--- src/rtl/n_clic_nested_if.sv ---
// Signal bundle between the n_clic_nested interrupt arbiter (slave) and the core (master).
interface n_clic_nested_if #(
   parameter int INT_AMOUNT = 8,
   parameter int PRIO_WIDTH = 2,
   parameter int NEST_DEPTH = 4
);
   localparam int IW = $clog2(INT_AMOUNT);
   localparam int DW = $clog2(NEST_DEPTH + 1);

   logic [INT_AMOUNT-1:0]            i_irq;
   logic [INT_AMOUNT-1:0]            i_enables;
   logic [INT_AMOUNT*PRIO_WIDTH-1:0] i_priorities;
   logic                             i_global_ie;
   logic                             i_ack;
   logic                             i_ret;
   logic                             o_int;
   logic [IW-1:0]                    o_idx;
   logic [PRIO_WIDTH-1:0]            o_prio;
   logic [PRIO_WIDTH-1:0]            o_level;
   logic [DW-1:0]                    o_depth;
   logic                             o_ret_err;

   modport slave (
      input  i_irq, i_enables, i_priorities, i_global_ie, i_ack, i_ret,
      output o_int, o_idx, o_prio, o_level, o_depth, o_ret_err
   );

   modport master (
      output i_irq, i_enables, i_priorities, i_global_ie, i_ack, i_ret,
      input  o_int, o_idx, o_prio, o_level, o_depth, o_ret_err
   );
endinterface

--- src/rtl/n_clic_nested.sv ---
// Nesting-aware registered interrupt arbiter with a running-priority threshold stack.
// Define N_CLIC_EDGE_EN for edge-latched pending bits; default is level-sensitive lines.
module n_clic_nested #(
   parameter int INT_AMOUNT = 8,
   parameter int PRIO_WIDTH = 2,
   parameter int NEST_DEPTH = 4
) (
   input logic            i_clk,
   input logic            i_rst_n,
   n_clic_nested_if.slave bus
);
   localparam int IW = $clog2(INT_AMOUNT);
   localparam int DW = $clog2(NEST_DEPTH + 1);
   localparam int SW = (NEST_DEPTH > 1) ? $clog2(NEST_DEPTH) : 1;

   logic [INT_AMOUNT-1:0] pend;
   logic                  int_q;
   logic [IW-1:0]         idx_q;
   logic [PRIO_WIDTH-1:0] prio_q;
   logic [PRIO_WIDTH-1:0] threshold;
   logic [DW-1:0]         depth;
   logic                  ret_err_q;
   logic [PRIO_WIDTH-1:0] stack [NEST_DEPTH];

   logic                  ack_acc;
   logic                  full;
   logic [SW-1:0]         push_ptr;
   logic [SW-1:0]         pop_ptr;
   logic                  win_valid;
   logic [IW-1:0]         win_idx;
   logic [PRIO_WIDTH-1:0] win_prio;

   // ack only counts against what is actually being presented
   assign ack_acc  = bus.i_ack & int_q;
   assign full     = (depth == DW'(NEST_DEPTH));
   assign push_ptr = SW'(depth);
   assign pop_ptr  = SW'(depth - 1'b1);

`ifdef N_CLIC_EDGE_EN
   logic [INT_AMOUNT-1:0] irq_q;
   logic [INT_AMOUNT-1:0] pend_q;
   logic [INT_AMOUNT-1:0] pend_clr;

   always_comb begin
      pend_clr = '0;
      if (ack_acc) pend_clr[idx_q] = 1'b1;
   end

   // a fresh edge in the ack cycle overrides the clear so it is not lost
   always_ff @(posedge i_clk or negedge i_rst_n) begin
      if (!i_rst_n) begin
         irq_q  <= '0;
         pend_q <= '0;
      end else begin
         irq_q  <= bus.i_irq;
         pend_q <= (pend_q & ~pend_clr) | (bus.i_irq & ~irq_q);
      end
   end

   assign pend = pend_q;
`else
   assign pend = bus.i_irq;
`endif

   // strict compare keeps the lowest index on ties and rejects priority 0
   always_comb begin
      logic [PRIO_WIDTH-1:0] p;
      p         = '0;
      win_valid = 1'b0;
      win_idx   = '0;
      win_prio  = '0;
      for (int k = 0; k < INT_AMOUNT; k++) begin
         p = bus.i_priorities[k*PRIO_WIDTH +: PRIO_WIDTH];
         if (!full && pend[k] && bus.i_enables[k] && (p > threshold) && (p > win_prio)) begin
            win_valid = 1'b1;
            win_idx   = IW'(k);
            win_prio  = p;
         end
      end
   end

   always_ff @(posedge i_clk or negedge i_rst_n) begin
      if (!i_rst_n) begin
         int_q     <= 1'b0;
         idx_q     <= '0;
         prio_q    <= '0;
         threshold <= '0;
         depth     <= '0;
         ret_err_q <= 1'b0;
         for (int i = 0; i < NEST_DEPTH; i++) stack[i] <= '0;
      end else begin
         // the cycle after an ack still carries the stale winner, so blank it
         int_q     <= bus.i_global_ie & win_valid & ~ack_acc;
         idx_q     <= win_idx;
         prio_q    <= win_prio;
         ret_err_q <= bus.i_ret & ~ack_acc & (depth == '0);
         if (ack_acc && bus.i_ret) begin
            threshold <= prio_q;
         end else if (ack_acc) begin
            stack[push_ptr] <= threshold;
            threshold       <= prio_q;
            depth           <= depth + 1'b1;
         end else if (bus.i_ret && (depth != '0)) begin
            threshold <= stack[pop_ptr];
            depth     <= depth - 1'b1;
         end
      end
   end

   assign bus.o_int     = int_q;
   assign bus.o_idx     = idx_q;
   assign bus.o_prio    = prio_q;
   assign bus.o_level   = threshold;
   assign bus.o_depth   = depth;
   assign bus.o_ret_err = ret_err_q;
endmodule

--- src/flat_wrapper.sv ---
// flat-port wrapper written by rule: the top's interface ports become plain ports
module n_clic_nested_flat 
#(
   parameter int INT_AMOUNT = 8,
   parameter int PRIO_WIDTH = 2,
   parameter int NEST_DEPTH = 4
)
  (i_clk, i_rst_n, bus_i_irq, bus_i_enables, bus_i_priorities, bus_i_global_ie, bus_i_ack, bus_i_ret, bus_o_int, bus_o_idx, bus_o_prio, bus_o_level, bus_o_depth, bus_o_ret_err);
  n_clic_nested_if #(.INT_AMOUNT(INT_AMOUNT), .PRIO_WIDTH(PRIO_WIDTH), .NEST_DEPTH(NEST_DEPTH)) bus_i ();
  input logic i_clk;
  input logic i_rst_n;
  input wire logic [$bits(bus_i.i_irq)-1:0] bus_i_irq;
  input wire logic [$bits(bus_i.i_enables)-1:0] bus_i_enables;
  input wire logic [$bits(bus_i.i_priorities)-1:0] bus_i_priorities;
  input wire logic [$bits(bus_i.i_global_ie)-1:0] bus_i_global_ie;
  input wire logic [$bits(bus_i.i_ack)-1:0] bus_i_ack;
  input wire logic [$bits(bus_i.i_ret)-1:0] bus_i_ret;
  output wire logic [$bits(bus_i.o_int)-1:0] bus_o_int;
  output wire logic [$bits(bus_i.o_idx)-1:0] bus_o_idx;
  output wire logic [$bits(bus_i.o_prio)-1:0] bus_o_prio;
  output wire logic [$bits(bus_i.o_level)-1:0] bus_o_level;
  output wire logic [$bits(bus_i.o_depth)-1:0] bus_o_depth;
  output wire logic [$bits(bus_i.o_ret_err)-1:0] bus_o_ret_err;
  assign bus_i.i_irq = bus_i_irq;
  assign bus_i.i_enables = bus_i_enables;
  assign bus_i.i_priorities = bus_i_priorities;
  assign bus_i.i_global_ie = bus_i_global_ie;
  assign bus_i.i_ack = bus_i_ack;
  assign bus_i.i_ret = bus_i_ret;
  assign bus_o_int = bus_i.o_int;
  assign bus_o_idx = bus_i.o_idx;
  assign bus_o_prio = bus_i.o_prio;
  assign bus_o_level = bus_i.o_level;
  assign bus_o_depth = bus_i.o_depth;
  assign bus_o_ret_err = bus_i.o_ret_err;
  n_clic_nested #(.INT_AMOUNT(INT_AMOUNT), .PRIO_WIDTH(PRIO_WIDTH), .NEST_DEPTH(NEST_DEPTH)) u_core (.i_clk(i_clk), .i_rst_n(i_rst_n), .bus(bus_i));
endmodule
--- config.mk ---
export PLATFORM = sky130hd
export DESIGN_NAME = n_clic_nested_flat
export DESIGN_NICKNAME = d
export VERILOG_FILES = /design/src/rtl/n_clic_nested_if.sv /design/src/rtl/n_clic_nested.sv /design/src/flat_wrapper.sv
export SDC_FILE = /design/constraint.sdc
export NUM_CORES = 1
export LEC_CHECK = 0
export CORE_MARGIN = 4
export CORE_UTILIZATION = 54
export CTS_CLUSTER_DIAMETER = 50
export CTS_CLUSTER_SIZE = 25
export DETAILED_ROUTE_END_ITERATION = 7
export PLACE_DENSITY_LB_ADDON = 0.12
export SYNTH_ARGS = -nofsm -noshare
export SYNTH_HDL_FRONTEND = slang
export SYNTH_SLANG_ARGS = --single-unit
--- constraint.sdc ---
create_clock -name i_clk -period 27 [get_ports i_clk]
set_input_delay 5.4 -clock i_clk [delete_from_list [all_inputs] [get_ports i_clk]]
set_output_delay 5.4 -clock i_clk [all_outputs]
set_load 0.02 [all_outputs]
==> key figures <==
STA
  – Minimum clock period: 14.99 ns
  – Count of final hold-check violations: 0
  – Worst clock skew: 0.00343 ns
  – Final setup TNS: 0 ns
  – Slew Limit Fails: 0
  – Slew margin rel.: 43.0%
  – Achievable frequency: 66.7 MHz
  – Final setup margin: 12.01 ns
  – Setup violators final: 0
  – Fin crit share: 55.5%
  – RSZ-0062 raised after global routing: no
  – Slew @ Worst Pin: 0.853 ns
  – Hold Slack: 0.507 ns

Critical path
  – WP data arrival: 15.18 ns
  – CP delay by family, top: simple AND/OR/NAND/NOR gates
  – Worst path slowest cell: clkdlybuf4s50_1
  – R2r endpoint: u_core.bus.o_int$_DFF_PN0_
  – Crit path launch type: input pin
  – Kind of critical path: input pin to flop
  – Worst path most repeated cell: ha_1
  – Nature of the critical path endpoint: flop
  – R2r worst-path depth: 47
  – Worst path max stage delay: 0.53 ns
  – Required @ worst endpoint: 27.19 ns
  – R2R Path Start: u_core.bus.o_level[1]$_DFFE_PN0P_
  – Internal reg-to-reg setup slack: 16.79 ns
  – Critical Path Fanout Max: 6
  – Crit path buf inv count: 3

Synth
  – Synthesized Nets: 282
  – Synth Flop Type: dfrtp_1
  – Sequential area share after synthesis: 25.6%
  – Ranking of synthesized cells by area: dfrtp_1, ha_1, nand2_1, nor2b_1, a21oi_1
  – Post-synth top area share: 25.6%
  – Async set or reset register ratio after synthesis: 100%
  – Number of synthesized flops with an enable pin: 0
  – Yosys top cell by area: dfrtp_1
  – Mapped cell area: 1950 um^2
  – Cell count after synthesis: 215
  – Yosys reg bits: 20
  – Synth Warn #: 0
  – Syn_area_per_cell: 9.09 um^2
  – Synth unique cells: 54

Finish
  – Non-filler cells, final: 311
  – Most frequent cells in the layout: clkdlybuf4s50_1, ha_1, nand2_1
  – Most common cell after layout, fill and taps aside: clkdlybuf4s50_1
  – Total Nets Final: 333
  – # diodes: 0
  – Layout area overhead: 29.0%
  – Share of layout cells above drive strength 1: 10.2%
  – Fin util: 73.8%

Global route
  – First-pass GRT wire length: 7.60 mm
  – Total GRT Usage: 21.4%
  – GR Util met1: 27.8%
  – GRT Residual Overflow: 0
  – Vias in the first global route: 1727
  – Met2 Resource Use GR: 37.5%
  – Gr busiest metal: met2
  – GRT met3 Usage: 3.28%
  – Largest net degree at the start of global routing: 21
  – Initial antenna violation count: 0

Clock network
  – CTS max path bufs: 2
  – Hold-fix buffers at CTS: 0
  – Num CTS Buffers: 3
  – Post-cts resize count: 0
  – CTS clock-pin slew for the worst setup and hold paths: 0.11 ns
  – H-tree depth: 1
  – Worst-Skew Late Latency: 0.30 ns
  – Post CTS Setup Buffer Count: 0
  – Clock Root Buffer: clkbuf_4
  – CTS tree: built
  – Clock sink count: 20

Min path
  – Hold Path End: u_core.stack[5]$_DFFE_PN0P_
  – Worst hold path type: flop to flop
  – Worst Hold Depth: 2
  – Hold_sp: u_core.stack[5]$_DFFE_PN0P_

Routing
  – Vias: 1792
  – Final wirelength: 4.49 mm
  – Pre-antenna DRT Iters: 4
  – 1st-iter DRT viols: 137
  – Drc violations: 0
  – Via density: 5.76
  – Antenna-violating nets left: 0
  – Routed len/inst: 14.4 um

Placement
  – Setup WS pre-CTS: 11.70 ns
  – GPL Wtd Cong: 0.835
  – # port buffers: 48
  – DP HPWL: 3.68 mm
  – Post-placement cell count: 307

Power
  – Pleak: 0.00116 uW
  – VDD IR max: 0.0391 mV
  – Power Density: 78.8 nW/um^2

Die
  – Io pins: 49
  – Die height: 68.2 um
  – Core Rows: 21
  – Core area: 3420 um^2
  – Initial core utilization: 57.2%
  – Die span in x: 68.2 um
  – Die area: 4650 um^2

Status
  – Outcome: complete, no violations

Job
  – Max-Cap Viols: 0
[per-layer routing]
metal | part of all wire (%) | vias to the layer above
li1 | - | 902
met1 | 45 | 840
met2 | 50 | 44
met3 | 4.9 | 6
met4 | 0.94 | 0
met5 | 0 | -
[cell usage after synthesis, types with 2 or more instances]
library cell,n
o2111ai_1,3
clkbuf_1,2
nand3_1,4
or2_2,2
nand2_1,26
mux2i_1,3
nor3_1,2
o211ai_1,2
nor4b_1,2
a22oi_1,2
o21ai_1,2
and2_0,3
o2111a_1,3
dfrtp_1,20
inv_1,16
nand4_1,3
nor2_1,14
nor2b_1,10
mux2_2,5
a21oi_1,12
mux4_2,2
nand2b_1,2
ha_1,30
o21ai_0,11
and3_1,3
and2_1,2
o22ai_1,2
[registers in the layout, indices dropped and copies added (netlist names)]
register,flops
u_core.bus.o_idx,3
u_core.bus.o_int,1
u_core.bus.o_prio,2
u_core.bus.o_level,2
u_core.stack,8
u_core.bus.o_ret_err,1
u_core.bus.o_depth,3
[tightest hold or removal path, delay by kind of cell, from the launching register on]
family / cells / cell delay (ns)
AND/OR/NAND/NOR: 1 / 0.05
flip-flops: 1 / 0.37
AO/OA/AOI/OAI: 1 / 0.06
[logic make-up (layout without fill, tap and decap cells)]
group                      after synthesis  after routing  share of synthesized area [%]
AOI/OAI and AO/OA                       55             55                           22.2
xor gates and xnor gates                 1              1                          0.448
adders and majority gates               30             30                           19.2
buffers and inverters                   18             68                           3.46
DFF                                     20             20                           25.6
muxes                                   10             10                           6.72
and+or+nand+nor                         81             81                           22.4
[worst max-delay path by stage]
stage                              startpoint                              to  slack (ns)  depth (start not counted)
after global placement    bus_i_priorities[1]      u_core.bus.o_int$_DFF_PN0_       11.88                         47
after detailed placement  bus_i_priorities[1]      u_core.bus.o_int$_DFF_PN0_       11.70                         47
after CTS                 bus_i_priorities[1]      u_core.bus.o_int$_DFF_PN0_       12.03                         47
after floorplan           bus_i_priorities[1]      u_core.bus.o_int$_DFF_PN0_       13.04                         43
after global routing      bus_i_priorities[1]  u_core.bus.o_prio[0]$_DFF_PN0_       11.11                         47
final                     bus_i_priorities[1]      u_core.bus.o_int$_DFF_PN0_       12.01                         47
[metrics by stage]
stage | cell area, um^2 | total power [uW]
CTS | 2520 | 200
detailed placement | 2480 | 183
finish | 2520 | 199
floorplan | 1950 | 141
global placement | 2480 | 178
global route | 2520 | 220
[where the power goes]
| group | internal (uW) | total [uW] | switching [uW] |
|---|---|---|---|
| combinational | 61.7 | 129 | 67.6 |
| sequential | 40.8 | 52.3 | 11.6 |
| clock | 8.23 | 17.1 | 8.85 |
[area by class of cell]
type / count / area [um^2]
multi-input cells: 177 / 1390
fillers: 275 / 895
flip-flops and latches: 20 / 500
repair buffers: 48 / 480
inverters: 16 / 60.1
well taps: 46 / 57.6
clock buffers: 4 / 36.3
(Power assumes the default switching activity.)
